==> config.mk <==
export PLATFORM = sky130hd
export DESIGN_NAME = alsu_cmd_sequencer
export DESIGN_NICKNAME = d
export VERILOG_FILES = /design/src/rtl/alsu_cmd_sequencer.sv
export SDC_FILE = /design/constraint.sdc
export NUM_CORES = 1
export LEC_CHECK = 0
export CORE_ASPECT_RATIO = 1.1
export CORE_MARGIN = 1
export CORE_UTILIZATION = 35
export DETAILED_ROUTE_END_ITERATION = 12
export DONT_BUFFER_PORTS = 1
export GPL_ROUTABILITY_DRIVEN = 0
export GPL_TIMING_DRIVEN = 0
export PLACE_DENSITY = 0.55
export SLEW_MARGIN = 5
export SYNTH_ARGS = -nofsm -noshare
export SYNTH_HDL_FRONTEND = slang
export SYNTH_SLANG_ARGS = --single-unit
export TNS_END_PERCENT = 50
==> constraint.sdc <==
create_clock -name clk -period 1.83 [get_ports clk]
set_clock_uncertainty 0.15 [all_clocks]
set_input_delay 0.0915 -clock clk [delete_from_list [all_inputs] [get_ports clk]]
set_output_delay 0.0915 -clock clk [all_outputs]
set_load 0.02 [all_outputs]
==> src/rtl/alsu_cmd_sequencer.sv <==
`timescale 1ns/1ps
// Initiator-side front end for the ALSU: drives one command at a time onto the
// ALSU pins, samples the result after the pipeline latency and returns it.
module alsu_cmd_sequencer #(
  parameter int HOLD_CYCLES    = 2,
  parameter int LATENCY        = 3,
  parameter int RECOVER_CYCLES = 6
) (
  input  logic        clk,
  input  logic        rst,
  input  logic        cmd_valid,
  output logic        cmd_ready,
  input  logic [2:0]  cmd_opcode,
  input  logic [2:0]  cmd_a,
  input  logic [2:0]  cmd_b,
  input  logic [6:0]  cmd_ctrl,
  output logic [2:0]  alsu_a,
  output logic [2:0]  alsu_b,
  output logic [2:0]  alsu_opcode,
  output logic [6:0]  alsu_ctrl,
  input  logic [5:0]  alsu_out,
  input  logic [15:0] alsu_leds,
  output logic        rsp_valid,
  input  logic        rsp_ready,
  output logic [5:0]  rsp_data,
  output logic        rsp_err,
  output logic        rsp_leds_seen,
  output logic [7:0]  cmd_count
);

  localparam logic [3:0] HOLD_LAST    = 4'(HOLD_CYCLES - 1);
  localparam logic [3:0] LAT_LAST     = 4'(LATENCY - 1);
  localparam logic [3:0] RECOVER_LAST = 4'(RECOVER_CYCLES - 1);
  localparam bit         RECOVER_EN   = (RECOVER_CYCLES != 0);

  typedef enum logic [2:0] {
    ST_IDLE    = 3'd0,
    ST_DRIVE   = 3'd1,
    ST_WAIT    = 3'd2,
    ST_RESP    = 3'd3,
    ST_RECOVER = 3'd4
  } state_t;

  // Opcodes 6/7 are reserved; reduction is only legal for the logic ops 0/1.
  function automatic logic is_invalid(input logic [2:0] op, input logic [6:0] ctrl);
    logic red_s;
    red_s = ctrl[3] | ctrl[2];
    case (op)
      3'd6, 3'd7:             is_invalid = 1'b1;
      3'd2, 3'd3, 3'd4, 3'd5: is_invalid = red_s;
      default:                is_invalid = 1'b0;
    endcase
  endfunction

  state_t      state_r, state_s;
  logic [3:0]  cnt_r, cnt_s;
  logic        inv_r, inv_s;
  logic        leds_seen_r, leds_seen_s;
  logic [2:0]  a_s, b_s, op_s;
  logic [6:0]  ctrl_s;
  logic        rsp_valid_s, rsp_err_s, rsp_leds_seen_s;
  logic [5:0]  rsp_data_s;
  logic [7:0]  cmd_count_s;

  assign cmd_ready = (state_r == ST_IDLE);

  // Next-state and next-output decode.
  always_comb begin
    state_s         = state_r;
    cnt_s           = cnt_r;
    inv_s           = inv_r;
    leds_seen_s     = leds_seen_r;
    a_s             = alsu_a;
    b_s             = alsu_b;
    op_s            = alsu_opcode;
    ctrl_s          = alsu_ctrl;
    rsp_valid_s     = rsp_valid;
    rsp_data_s      = rsp_data;
    rsp_err_s       = rsp_err;
    rsp_leds_seen_s = rsp_leds_seen;
    cmd_count_s     = cmd_count;
    case (state_r)
      ST_IDLE: begin
        a_s    = 3'd0;
        b_s    = 3'd0;
        op_s   = 3'd0;
        ctrl_s = 7'd0;
        if (cmd_valid) begin
          a_s     = cmd_a;
          b_s     = cmd_b;
          op_s    = cmd_opcode;
          ctrl_s  = cmd_ctrl;
          inv_s   = is_invalid(cmd_opcode, cmd_ctrl);
          cnt_s   = 4'd0;
          state_s = ST_DRIVE;
        end else begin
          state_s = ST_IDLE;
        end
      end
      ST_DRIVE: begin
        if (cnt_r == HOLD_LAST) begin
          cnt_s   = 4'd0;
          state_s = ST_WAIT;
        end else begin
          cnt_s = cnt_r + 4'd1;
        end
      end
      ST_WAIT: begin
        leds_seen_s = leds_seen_r | (alsu_leds != 16'd0);
        if (cnt_r == LAT_LAST) begin
          rsp_data_s      = alsu_out;
          rsp_err_s       = inv_r | leds_seen_s;
          rsp_leds_seen_s = leds_seen_s;
          rsp_valid_s     = 1'b1;
          a_s             = 3'd0;
          b_s             = 3'd0;
          op_s            = 3'd0;
          ctrl_s          = 7'd0;
          cnt_s           = 4'd0;
          state_s         = ST_RESP;
        end else begin
          cnt_s = cnt_r + 4'd1;
        end
      end
      ST_RESP: begin
        if (rsp_ready) begin
          rsp_valid_s = 1'b0;
          cmd_count_s = cmd_count + 8'd1;
          leds_seen_s = 1'b0;
          cnt_s       = 4'd0;
          if (rsp_err && RECOVER_EN) begin
            state_s = ST_RECOVER;
          end else begin
            state_s = ST_IDLE;
          end
        end else begin
          state_s = ST_RESP;
        end
      end
      ST_RECOVER: begin
        if (cnt_r == RECOVER_LAST) begin
          cnt_s   = 4'd0;
          state_s = ST_IDLE;
        end else begin
          cnt_s = cnt_r + 4'd1;
        end
      end
      default: begin
        a_s     = 3'd0;
        b_s     = 3'd0;
        op_s    = 3'd0;
        ctrl_s  = 7'd0;
        cnt_s   = 4'd0;
        state_s = ST_IDLE;
      end
    endcase
  end

  // State and registered-output update; reset discards any operation in flight.
  always_ff @(posedge clk or posedge rst) begin
    if (rst) begin
      state_r       <= ST_IDLE;
      cnt_r         <= 4'd0;
      inv_r         <= 1'b0;
      leds_seen_r   <= 1'b0;
      alsu_a        <= 3'd0;
      alsu_b        <= 3'd0;
      alsu_opcode   <= 3'd0;
      alsu_ctrl     <= 7'd0;
      rsp_valid     <= 1'b0;
      rsp_data      <= 6'd0;
      rsp_err       <= 1'b0;
      rsp_leds_seen <= 1'b0;
      cmd_count     <= 8'd0;
    end else begin
      state_r       <= state_s;
      cnt_r         <= cnt_s;
      inv_r         <= inv_s;
      leds_seen_r   <= leds_seen_s;
      alsu_a        <= a_s;
      alsu_b        <= b_s;
      alsu_opcode   <= op_s;
      alsu_ctrl     <= ctrl_s;
      rsp_valid     <= rsp_valid_s;
      rsp_data      <= rsp_data_s;
      rsp_err       <= rsp_err_s;
      rsp_leds_seen <= rsp_leds_seen_s;
      cmd_count     <= cmd_count_s;
    end
  end

endmodule

### After elaboration in Yosys (flattened, before gate mapping)

Cells that the tools add are included.

| storage, ports and cells | value |
|---|---|
| input bits | 42 |
| output and inout bits | 34 |
| bits in registers | 42 |
| word-level logic and storage cells | 79 |

| cells by class | value |
|---|---|
| multiplexer cells | 28 |
| bitwise logic cells | 4 |
| equality and inequality tests | 18 |
| reduce and logical (&&, ||, !) cells | 14 |
| add/subtract/negate cells | 2 |

Operator list:

| cell | count |
|---|---|
| $mux 3 | 9 |
| $pmux 3 s3 | 3 |
| $pmux 7 s3 | 1 |
| $mux 4 | 5 |
| $pmux 4 s5 | 1 |
| $reduce_bool 16->1 | 1 |
| $eq 3x3->1 const B | 5 |
| $pmux 3 s5 | 1 |
| $mux 7 | 2 |
| $eq 3x2->1 const B | 4 |
| $reduce_and 2->1 | 6 |
| $ne 2x2->1 const B | 5 |
| $add 8x1->8 const B | 1 |
| $pmux 1 s2 | 3 |
| $reduce_and 3->1 | 2 |
| $add 4x1->4 const B | 1 |
| $eq 4x1->1 const B | 1 |
| $eq 4x2->1 const B | 1 |
| $eq 4x3->1 const B | 1 |
| $reduce_or 4->1 | 1 |
| $eq 3x1->1 const B | 1 |
| $logic_not 3->1 | 1 |
| $mux 1 | 3 |
| $or 1x1->1 | 3 |
| 4 further kinds | 4 |

### Longest topological paths before layout

Gate-level depths: netlist of the first run.

| logic depth | value |
|---|---|
| depth after elaboration | 4 |
| depth in mapped cells | 7 |
| depth with buffers taken out | 6 |

### Worst setup path after synthesis of the first run

Ideal clock, no wire load.

| timing | value |
|---|---|
| path kind | register -> register |
| from | register cnt_r[0] |
| to | register alsu_a[0] |
| stages on the path, launching flop included | 8 |
| arrival | 1556 ps |
| path slack | 3 ps |
| library setup time | 121 ps |
| required time | 1559 ps |
| clock period less this slack | 1827 ps |
| buffers on the path | 1 |
| cells stage by stage | dfrtp_1 -> inv_1 -> ha_1 -> nor3b_4 -> o21a_1 -> o21ai_4 -> buf_6 -> a22o_1 |

| on the way | value |
|---|---|
| longest elaborated chain between the ends | 3 |

RTL lines:

| item | RTL line | text |
|---|---|---|
| start, declared | 56 | `logic [3:0] cnt_r, cnt_s;` |
| start signal, assigned | 177 | `cnt_r <= cnt_s;` |
| $eq 4x2->1 | 110 | `if (cnt_r == LAT_LAST) begin` |
| $ne 2x2->1 (no source line) | -- |  |
| $reduce_and 2->1 (no source line) | -- |  |
| end signal, assigned | 180 | `alsu_a <= a_s;` |
| end, declared | 17 | `output logic [2:0] alsu_a,` |

Every way passes these cells.
A chain may end at the register's enable or synchronous reset.

### Final worst setup path of the first run

| timing | value |
|---|---|
| from | register cnt_r[1] |
| to | register alsu_a[2] |

The elaborated chain is that of the path after synthesis.

==> results_dict.tcl, run 1 <==
set metrics [dict create \
    status "finished clean" \
    vias 1517 \
    die_w_um 73.6 \
    antenna_found_initial 0 \
    yosys.area.top_type "dfrtp_1" \
    hold_path_end "cnt_r[3]" \
    fin_setup_tns_ps 0 \
    num_io_pins 76 \
    min-delay-start "cmd_valid" \
    place_hpwl_um 2850 \
    initial_utilization 0.366 \
    clockPowerShare 0.164 \
    setup_slack_ps 12.6 \
    path_class "register to register" \
    endpoint_kind "register" \
    ys_types 43 \
    p_seq_frac 0.451 \
    drc 0 \
    port_buffers 0 \
    reg2reg_from "cnt_r[1]" \
    die_y_um 80.8 \
    drv_cap 0 \
    drive_above_1_share 0.204 \
    muxShareOfSynthArea 0.0399 \
    switching_share 0.414 \
    period_share 0.993 \
    synthTopCellsByArea "dfrtp_1 (53%), a22o_1 (7.1%), mux2_1 (3.4%)" \
    place_area_um2 2070 \
    post_drt_wl_per_cell_um 15.9 \
    worst_path_max_delay_cell "dfrtp_1" \
    drt_pass1_iterations 4 \
    core_um2 5400 \
    final_nets 267 \
    synthSimpleGateAreaFrac 0.145 \
    tightest_slew_ps 863 \
    synth_area_um2 1970 \
    rows 28 \
    seqCellArea_um2 1050 \
    hold_viol 0 \
    crit_family "compound AO/OA/AOI/OAI gates" \
    cp-startpoint "cnt_r[1]" \
    overflow 0 \
    netlist.area_leader.share 0.532 \
    vias_per_cell 5.13 \
    internal_power_uw 2640 \
    cp.arrival_ps 1890 \
    finalSetupViolCount 0 \
    syn2layout_area_growth_pct 39.6 \
    switchingPower_uw 1870 \
    cts_tree "done" \
    p_comb_frac 0.385 \
    dp_slack_ps -181 \
    clk_latency_ps 290 \
    fmax_mhz 550 \
    synth_top_family_by_area "compound AO/OA/AOI/OAI gates" \
    grt_pass1_vias 1532 \
    rr_endpoint "alsu_a[2]" \
    synthesis.nets 207 \
    p_leak_uw 0.00121 \
    min_period_ps 1820 \
    clkTransAtPathRegs_ps 70 \
    netlist_instances 161 \
    min_path_cells 4 \
    ant_nets 0 \
    grt_start_max_net_pins 43 \
    synthArstFlopShare 1.00 \
    power.total_uw 4500 \
    synth-compound-area-share 0.172 \
    r2r_setup_slack_ps 10 \
    num_antenna_cells 0 \
    cts_sinks 42 \
    slew_headroom 0.424 \
    htree_levels 2 \
    reg2reg_depth 6 \
    avgSynthCellArea_um2 12.3 \
    synthAdderAreaFrac 0.0253 \
    ys_warn_count 0 \
    multi_input_area_um2 885 \
    critPathBufInv 1 \
    grt_usage 0.158 \
    synthFlopType "dfrtp_1" \
    fillers 501 \
    startpoint_type "register" \
    drv_slew 0 \
    cts_made_buffers 5 \
    path_cells "ha_4, nor3b_4, o21a_1, o21ai_4, buf_6, a22o_1" \
    cts_buffer_depth 2 \
    ys_seq_area_frac 0.532 \
    crit_path_max_incr_delay_ps 440 \
    die-area_um2 5950 \
    powerDensity_nw_per_um2 1630 \
    drt_iter0_markers 129 \
    ir_drop_mv 0.707 \
    synth_edf_count 0 \
    routed_wl_um 4700 \
    min_path_type "primary input to register" \
    cp.required_ps 1910 \
    clockRootBuffer "clkbuf_8" \
    finalInstanceArea_um2 2760 \
    synth_xor_area_frac 0.0355 \
    ys_ff_latch 42 \
    grt_pass1_wl_um 6980 \
    rsz0062_at_grt "yes" \
    holdWs_ps 33.4 \
    cp_max_fo 6 \
]
-- flip-flops by register name (all words and copies together), names as in the netlist --
name	flops
leds_seen_r	1
alsu_b	3
rsp_leds_seen	1
alsu_ctrl	7
alsu_a	3
rsp_err	1
state_r	3
inv_r	1
alsu_opcode	3
rsp_valid	1
cmd_count	8
rsp_data	6
cnt_r	4
-- power groups by stage --
stage	Clock (uW)	Combinational, uW	Sequential (uW)
floorplan	0	1080	1930
detailed placement	0	1290	2030
global route	795	1880	2080
CTS	756	1460	2020
finish	739	1730	2030
global placement	0	1230	2010
-- stage by stage --
step           std cells  utilization
2_1_floorplan        161            -
3_3_place_gp         236        0.383
3_5_place_dp         236        0.383
4_1_cts              288        0.490
5_1_grt              296        0.511
6_report             296        0.511
-- cells in the mapped netlist, types with 6 or more instances --
cell,count
inv_1,8
dfrtp_1,42
nor2_1,10
a22o_1,16
nand2_1,7
mux2_1,6
-- worst reg2reg max path, stage by stage (launching register included) --
cell	delay, ps
dfrtp_1	440
ha_4	190
nor3b_4	150
o21a_1	230
o21ai_4	290
buf_6	170
a22o_1	130
-- how the worst max path moves through the flow --
stage              endpoint  depth (start not counted)
2_1_floorplan     alsu_a[0]                          7
3_3_place_gp   alsu_ctrl[0]                          7
3_5_place_dp   alsu_ctrl[0]                          7
4_1_cts            cnt_r[2]                          6
5_1_grt           alsu_b[0]                          7
6_report          alsu_a[2]                          6
-- cell type report --
class | count | area share
clock buffers | 6 | 0.0300
clock inverters | 1 | 0.0109
multi-input cells | 104 | 0.321
well taps | 75 | 0.0340
flip-flops and latches | 42 | 0.381
plain buffers | 6 | 0.0218
repair buffers | 53 | 0.189
inverters | 9 | 0.0123
-- layer usage --
metal / track usage / up-vias / part of all wire / routed length (um)
met5: 0 / - / 0 / 0
met4: 0.0596 / 0 / 0.015 / 69
met3: 0.0484 / 9 / 0.042 / 198
met2: 0.275 / 49 / 0.53 / 2480
met1: 0.181 / 749 / 0.41 / 1950
li1: - / 710 / - / -
-- cells in the final DEF, fill, tap and decap left out, types with 3 or more instances in the layout --
cell type / Yosys / routed
a21oi_1: 4 / 4
a22o_1: 16 / 16
buf_4: 4 / 11
buf_6: 3 / 6
clkbuf_8: 0 / 6
dfrtp_1: 42 / 42
dlygate4sd3_1: 0 / 41
ha_1: 4 / 3
inv_1: 8 / 6
inv_2: 1 / 3
mux2_1: 6 / 5
nand2_1: 7 / 7
nand4_1: 3 / 3
nor2_1: 10 / 10
nor4_1: 4 / 4
o21ai_0: 4 / 3
xnor2_1: 4 / 4
xor2_1: 4 / 4
-- timing repair --
item                                    CTS  global route
endpoints found under the hold margin    70             1
hold buffers                             40             1
cloned                                    0             2
endpoints found under the setup margin   27            23
resized for setup                         6            10
buffers inserted                          5             6
pin swaps                                 4             9
-- cell families after synthesis --
logic type,Yosys count
DFF,42
buffers and inverters,16
muxes,7
adders and majority gates,4
and+or+nand+nor,43
AOI/OAI and AO/OA,41
xor gates and xnor gates,8
(Power assumes the default switching activity.)
==> run 2, diff against run 1 <==
--- a/config.mk
+++ b/config.mk
@@ -8,10 +8,11 @@
 export CORE_ASPECT_RATIO = 1.1
 export CORE_MARGIN = 1
 export CORE_UTILIZATION = 35
+export CTS_CLUSTER_DIAMETER = 60
 export DETAILED_ROUTE_END_ITERATION = 12
 export DONT_BUFFER_PORTS = 1
 export GPL_ROUTABILITY_DRIVEN = 0
-export GPL_TIMING_DRIVEN = 0
+export GPL_TIMING_DRIVEN = 1
 export PLACE_DENSITY = 0.55
 export SLEW_MARGIN = 5
 export SYNTH_ARGS = -nofsm -noshare
==> run 2 against run 1 <==
Net effect:
- critical path depth stayed put
- total power is 6.5% lower
- non-clock buffer count is 10 lower
- sequential power is 2% higher
- count of clock-buffer cells in the layout stayed put
- core utilization is 2.9 points lower
- largest power group unchanged
- fmax is 0.91% higher
- cell count is 3.4% lower
- routed wire length is 3.1% lower
==> results_dict.tcl, run 2 (synthesis results as in run 1) <==
set metrics [dict create \
    cp.arrival_ps 1860 \
    largestRegisters "cmd_count (8), alsu_ctrl (7), rsp_data (6)" \
    final_cell_mix "dfrtp_1 (41), dlygate4sd3_1 (28), buf_4 (18), a22o_1 (16), nor2_1 (10)" \
    seqCellArea_um2 1050 \
    grt_pass1_vias 1607 \
    setup_slack_ps 29.0 \
    min_period_ps 1800 \
    grt_usage 0.165 \
    fillers 497 \
    cp_max_fo 4 \
    rsz0062_at_grt "yes" \
    path_class "register to register" \
    die-area_um2 5950 \
    startpoint_type "register" \
    fmax_mhz 555 \
    endpoint_kind "register" \
    drt_pass1_iterations 4 \
    path_cells "ha_4, nor3b_4, buf_6, a2111oi_4, nor3_2, o211ai_1" \
    clockRootBuffer "clkbuf_8" \
    cts_sinks 42 \
    vias 1486 \
    min_path_type "primary input to register" \
    drv_cap 0 \
    initial_utilization 0.366 \
    worst_path_max_delay_cell "dfrtp_1" \
    fin_util 0.481 \
    vias_per_cell 5.20 \
    die_y_um 80.8 \
    core_um2 5400 \
    overflow 0 \
    drive_above_1_share 0.223 \
    reg2reg_depth 6 \
    clkTransAtPathRegs_ps 80 \
    drt_iter0_markers 36 \
    htree_levels 2 \
    routed_wl_um 4550 \
    period_share 0.984 \
    drc 0 \
    place_hpwl_um 3120 \
    ant_nets 0 \
    final_nets 256 \
    clk_latency_ps 290 \
    die_w_um 73.6 \
    drv_slew 0 \
    powerDensity_nw_per_um2 1620 \
    syn2layout_area_growth_pct 31.6 \
    tightest_slew_ps 709 \
    r2r_setup_slack_ps 30 \
    status "finished clean" \
    largest_register "cmd_count" \
    hold_viol 0 \
    cp.required_ps 1890 \
    largest_register_ffs 8 \
    crit_path_max_incr_delay_ps 420 \
    rows 28 \
    dp_slack_ps -67.3 \
    antenna_found_initial 0 \
    grt_start_max_net_pins 24 \
    multi_input_area_um2 856 \
    finalInstanceArea_um2 2600 \
    min_path_cells 4 \
    post_drt_wl_per_cell_um 15.9 \
    grt_pass1_wl_um 7370 \
    slew_headroom 0.524 \
    cts_buffer_depth 2 \
    p_leak_uw 0.00115 \
    ir_drop_mv 0.866 \
    cts_tree "done" \
    num_io_pins 76 \
    port_buffers 0 \
    layout_commonest_cell "dfrtp_1" \
    finalSetupViolCount 0 \
    cts_made_buffers 5 \
    place_area_um2 2160 \
    num_antenna_cells 0 \
]
## run 2: final timing paths
check | startpoint | to
max | cnt_r[1] | cnt_r[2]
max reg2reg | cnt_r[1] | cnt_r[2]
min | rsp_ready | cnt_r[0]
min in group asynchronous | rst | state_r[0]
min reg2reg | leds_seen_r | leds_seen_r
max in group asynchronous | rst | cnt_r[3]
## run 2: through the flow
| stage | power, uW | instances | hold WS (ps) | setup TNS, ps |
|---|---|---|---|---|
| 2_1_floorplan | 3010 | 161 | 73.2 | 0 |
| 3_3_place_gp | 3370 | 246 | -119 | 0 |
| 3_5_place_dp | 3450 | 246 | -116 | -335 |
| 4_1_cts | 4160 | 284 | 6.89 | 0 |
| 5_1_grt | 4500 | 286 | 55.7 | -497 |
| 6_report | 4210 | 286 | 13.9 | 0 |
## run 2: routing by layer
| layer | track usage | up-vias | part of all wire |
|---|---|---|---|
| met2 | 0.288 | 46 | 0.56 |
| met1 | 0.179 | 744 | 0.36 |
| met5 | 0 | - | 0 |
| met3 | 0.0509 | 12 | 0.050 |
| met4 | 0.0846 | 0 | 0.030 |
| li1 | - | 684 | - |
## run 2: power by group
part	switching, uW	internal [uW]
Clock	311	303
Combinational	723	808
Sequential	766	1300
Total	1800	2410
## run 2: repair_timing
| action | CTS | global route |
|---|---|---|
| endpoints found under the hold margin | 71 | 0 |
| resized for setup | 1 | 9 |
| hold buffers | 28 | 0 |
| setup endpoints to repair | 20 | 31 |
| setup buffers | 2 | 2 |
| pin swaps | 1 | 5 |
## run 2: layout make-up
cell class / count / area share
clock buffers: 6 / 0.0318
clock inverters: 2 / 0.00482
inverters: 9 / 0.0130
multi-input cells: 103 / 0.329
flip-flops and latches: 42 / 0.405
well taps: 75 / 0.0361
repair buffers: 49 / 0.180
## run 2: critical path, delay by kind of cell, from the launching register on
| family | cells | cell delay, ps |
|---|---|---|
| and+or+nand+nor | 2 | 280 |
| DFF | 1 | 420 |
| adders and majority gates | 1 | 170 |
| buffers and inverters | 1 | 130 |
| AOI/OAI and AO/OA | 2 | 560 |
==> run 3, diff against run 2 <==
==> constraint.sdc (replaced) <==
create_clock -name clk -period 1.6 [get_ports clk]
set_clock_uncertainty 0.15 [all_clocks]
set_input_delay 0.08 -clock clk [delete_from_list [all_inputs] [get_ports clk]]
set_output_delay 0.08 -clock clk [all_outputs]
set_load 0.02 [all_outputs]
==> run 3 against run 2 <==
Net effect:
- the run now ends with negative setup slack left
- fmax up 2.4%
- routed wire length shrank 0.53%
- cell count rose by 3.5%
- largest power group unchanged
- highest routed layer unchanged
==> results_dict.tcl, run 3 (synthesis results as in run 1) <==
set metrics [dict create \
    status "finished with violations" \
    violations "negative setup slack" \
    fillers 492 \
    port_buffers 0 \
    rows 28 \
    ir_drop_mv 0.860 \
    cts_buffer_depth 2 \
    fmax_mhz 569 \
    core_um2 5400 \
    seqCellArea_um2 1050 \
    die_y_um 80.8 \
    place_hpwl_um 3190 \
    vias_per_cell 5.01 \
    drt_pass1_iterations 4 \
    min_period_ps 1760 \
    worst_path_max_delay_cell "dfrtp_1" \
    rsz0062_at_grt "yes" \
    cts_made_buffers 5 \
    largest_register_ffs 8 \
    antenna_found_initial 0 \
    hold_viol 0 \
    final_nets 267 \
    clockRootBuffer "clkbuf_8" \
    finalSetupViolCount 29 \
    drv_cap 0 \
    drt_iter0_markers 74 \
    vias 1483 \
    post_drt_wl_per_cell_um 15.3 \
    drc 0 \
    cts_tree "done" \
    cp_max_fo 12 \
    powerDensity_nw_per_um2 1930 \
    largest_register "cmd_count" \
    path_class "register to register" \
    holdWs_ps 11.9 \
    fin_setup_tns_ps -3220 \
    grt_pass1_wl_um 7340 \
    clkTransAtPathRegs_ps 70 \
    min_path_type "primary input to register" \
    num_antenna_cells 0 \
    routed_wl_um 4530 \
    layout_commonest_cell "dfrtp_1" \
    period_share 1.10 \
    setup_slack_ps -159 \
    p_leak_uw 0.00124 \
    htree_levels 2 \
    endpoint_kind "register" \
    grt_start_max_net_pins 43 \
    overflow 0 \
    syn2layout_area_growth_pct 38.2 \
    initial_utilization 0.366 \
    clk_latency_ps 290 \
    path_cells "ha_4, nor3b_4, buf_6, o21a_1, o21ai_4, buf_12, a22o_1" \
    cp.arrival_ps 1830 \
    largestRegisters "cmd_count (8), alsu_ctrl (7), rsp_data (6)" \
    cp.required_ps 1670 \
    die_w_um 73.6 \
    drv_slew 0 \
    final_cell_mix "dfrtp_1 (42), buf_4 (29), dlygate4sd3_1 (27), a22o_1 (16), nor2_1 (10)" \
    multi_input_area_um2 887 \
    num_io_pins 76 \
    die-area_um2 5950 \
    crit_path_max_incr_delay_ps 430 \
    grt_pass1_vias 1522 \
    ant_nets 0 \
    cts_sinks 42 \
    drive_above_1_share 0.281 \
    grt_usage 0.163 \
    slew_headroom 0.653 \
    startpoint_type "register" \
    tightest_slew_ps 521 \
]
## run 3: area by class of cell
cell class	instances	area share
clock buffer	6	0.0303
clock inverter	1	0.0110
inverter	9	0.0124
multi-input combinational	103	0.325
sequential	42	0.385
tap	75	0.0344
timing repair buffer	60	0.202
## run 3: worst paths after layout
path | cells past startpoint | startpoint | slack, ps | to
setup / recovery | 7 | cnt_r[1] | -160 | alsu_a[2]
hold / removal | 4 | cmd_valid | 10 | cnt_r[0]
setup reg to reg | 7 | cnt_r[1] | -160 | alsu_a[2]
hold reg to reg | 2 | leds_seen_r | 400 | leds_seen_r
max in group asynchronous | 3 | rst | 720 | cnt_r[1]
min in group asynchronous | 3 | rst | 220 | cnt_r[3]
## run 3: metal layers
metal,track usage,vias up,routed length (um)
met5,0,-,0
met3,0.0546,5,224
met4,0.0538,0,37
met1,0.200,739,1850
met2,0.268,37,2420
li1,-,702,-
## run 3: power by group
part	total (uW)	internal [uW]	switching (uW)	leakage, uW
Combinational	2100	1160	939	0.000650
Clock	839	499	340	0.0000573
Sequential	2320	1490	831	0.000534
## run 3: stage by stage
| stage | utilization | std cells | power (uW) | area [um2] | setup WS (ps) |
|---|---|---|---|---|---|
| floorplan | - | 161 | 3510 | 2000 | -202 |
| global placement | 0.418 | 257 | 4000 | 2260 | -203 |
| detailed placement | 0.418 | 257 | 4100 | 2260 | -277 |
| CTS | 0.498 | 294 | 5180 | 2690 | -157 |
| global route | 0.506 | 296 | 5600 | 2730 | -249 |
| finish | 0.506 | 296 | 5250 | 2730 | -159 |
## run 3: worst max-delay path, delay by kind of cell, from the launching register on
family | cells | cell delay [ps]
DFF | 1 | 430
AOI/OAI and AO/OA | 3 | 520
and+or+nand+nor | 1 | 150
adders and majority gates | 1 | 180
buffers and inverters | 2 | 270
## run 3: what timing repair did
item / 4_1_cts / 5_1_grt
endpoints found under the hold margin: 70 / 0
resized for setup: 3 / 5
hold buffers: 27 / 0
setup buffers: 3 / 2
pin swaps: 7 / 5
endpoints found under the setup margin: 30 / 39
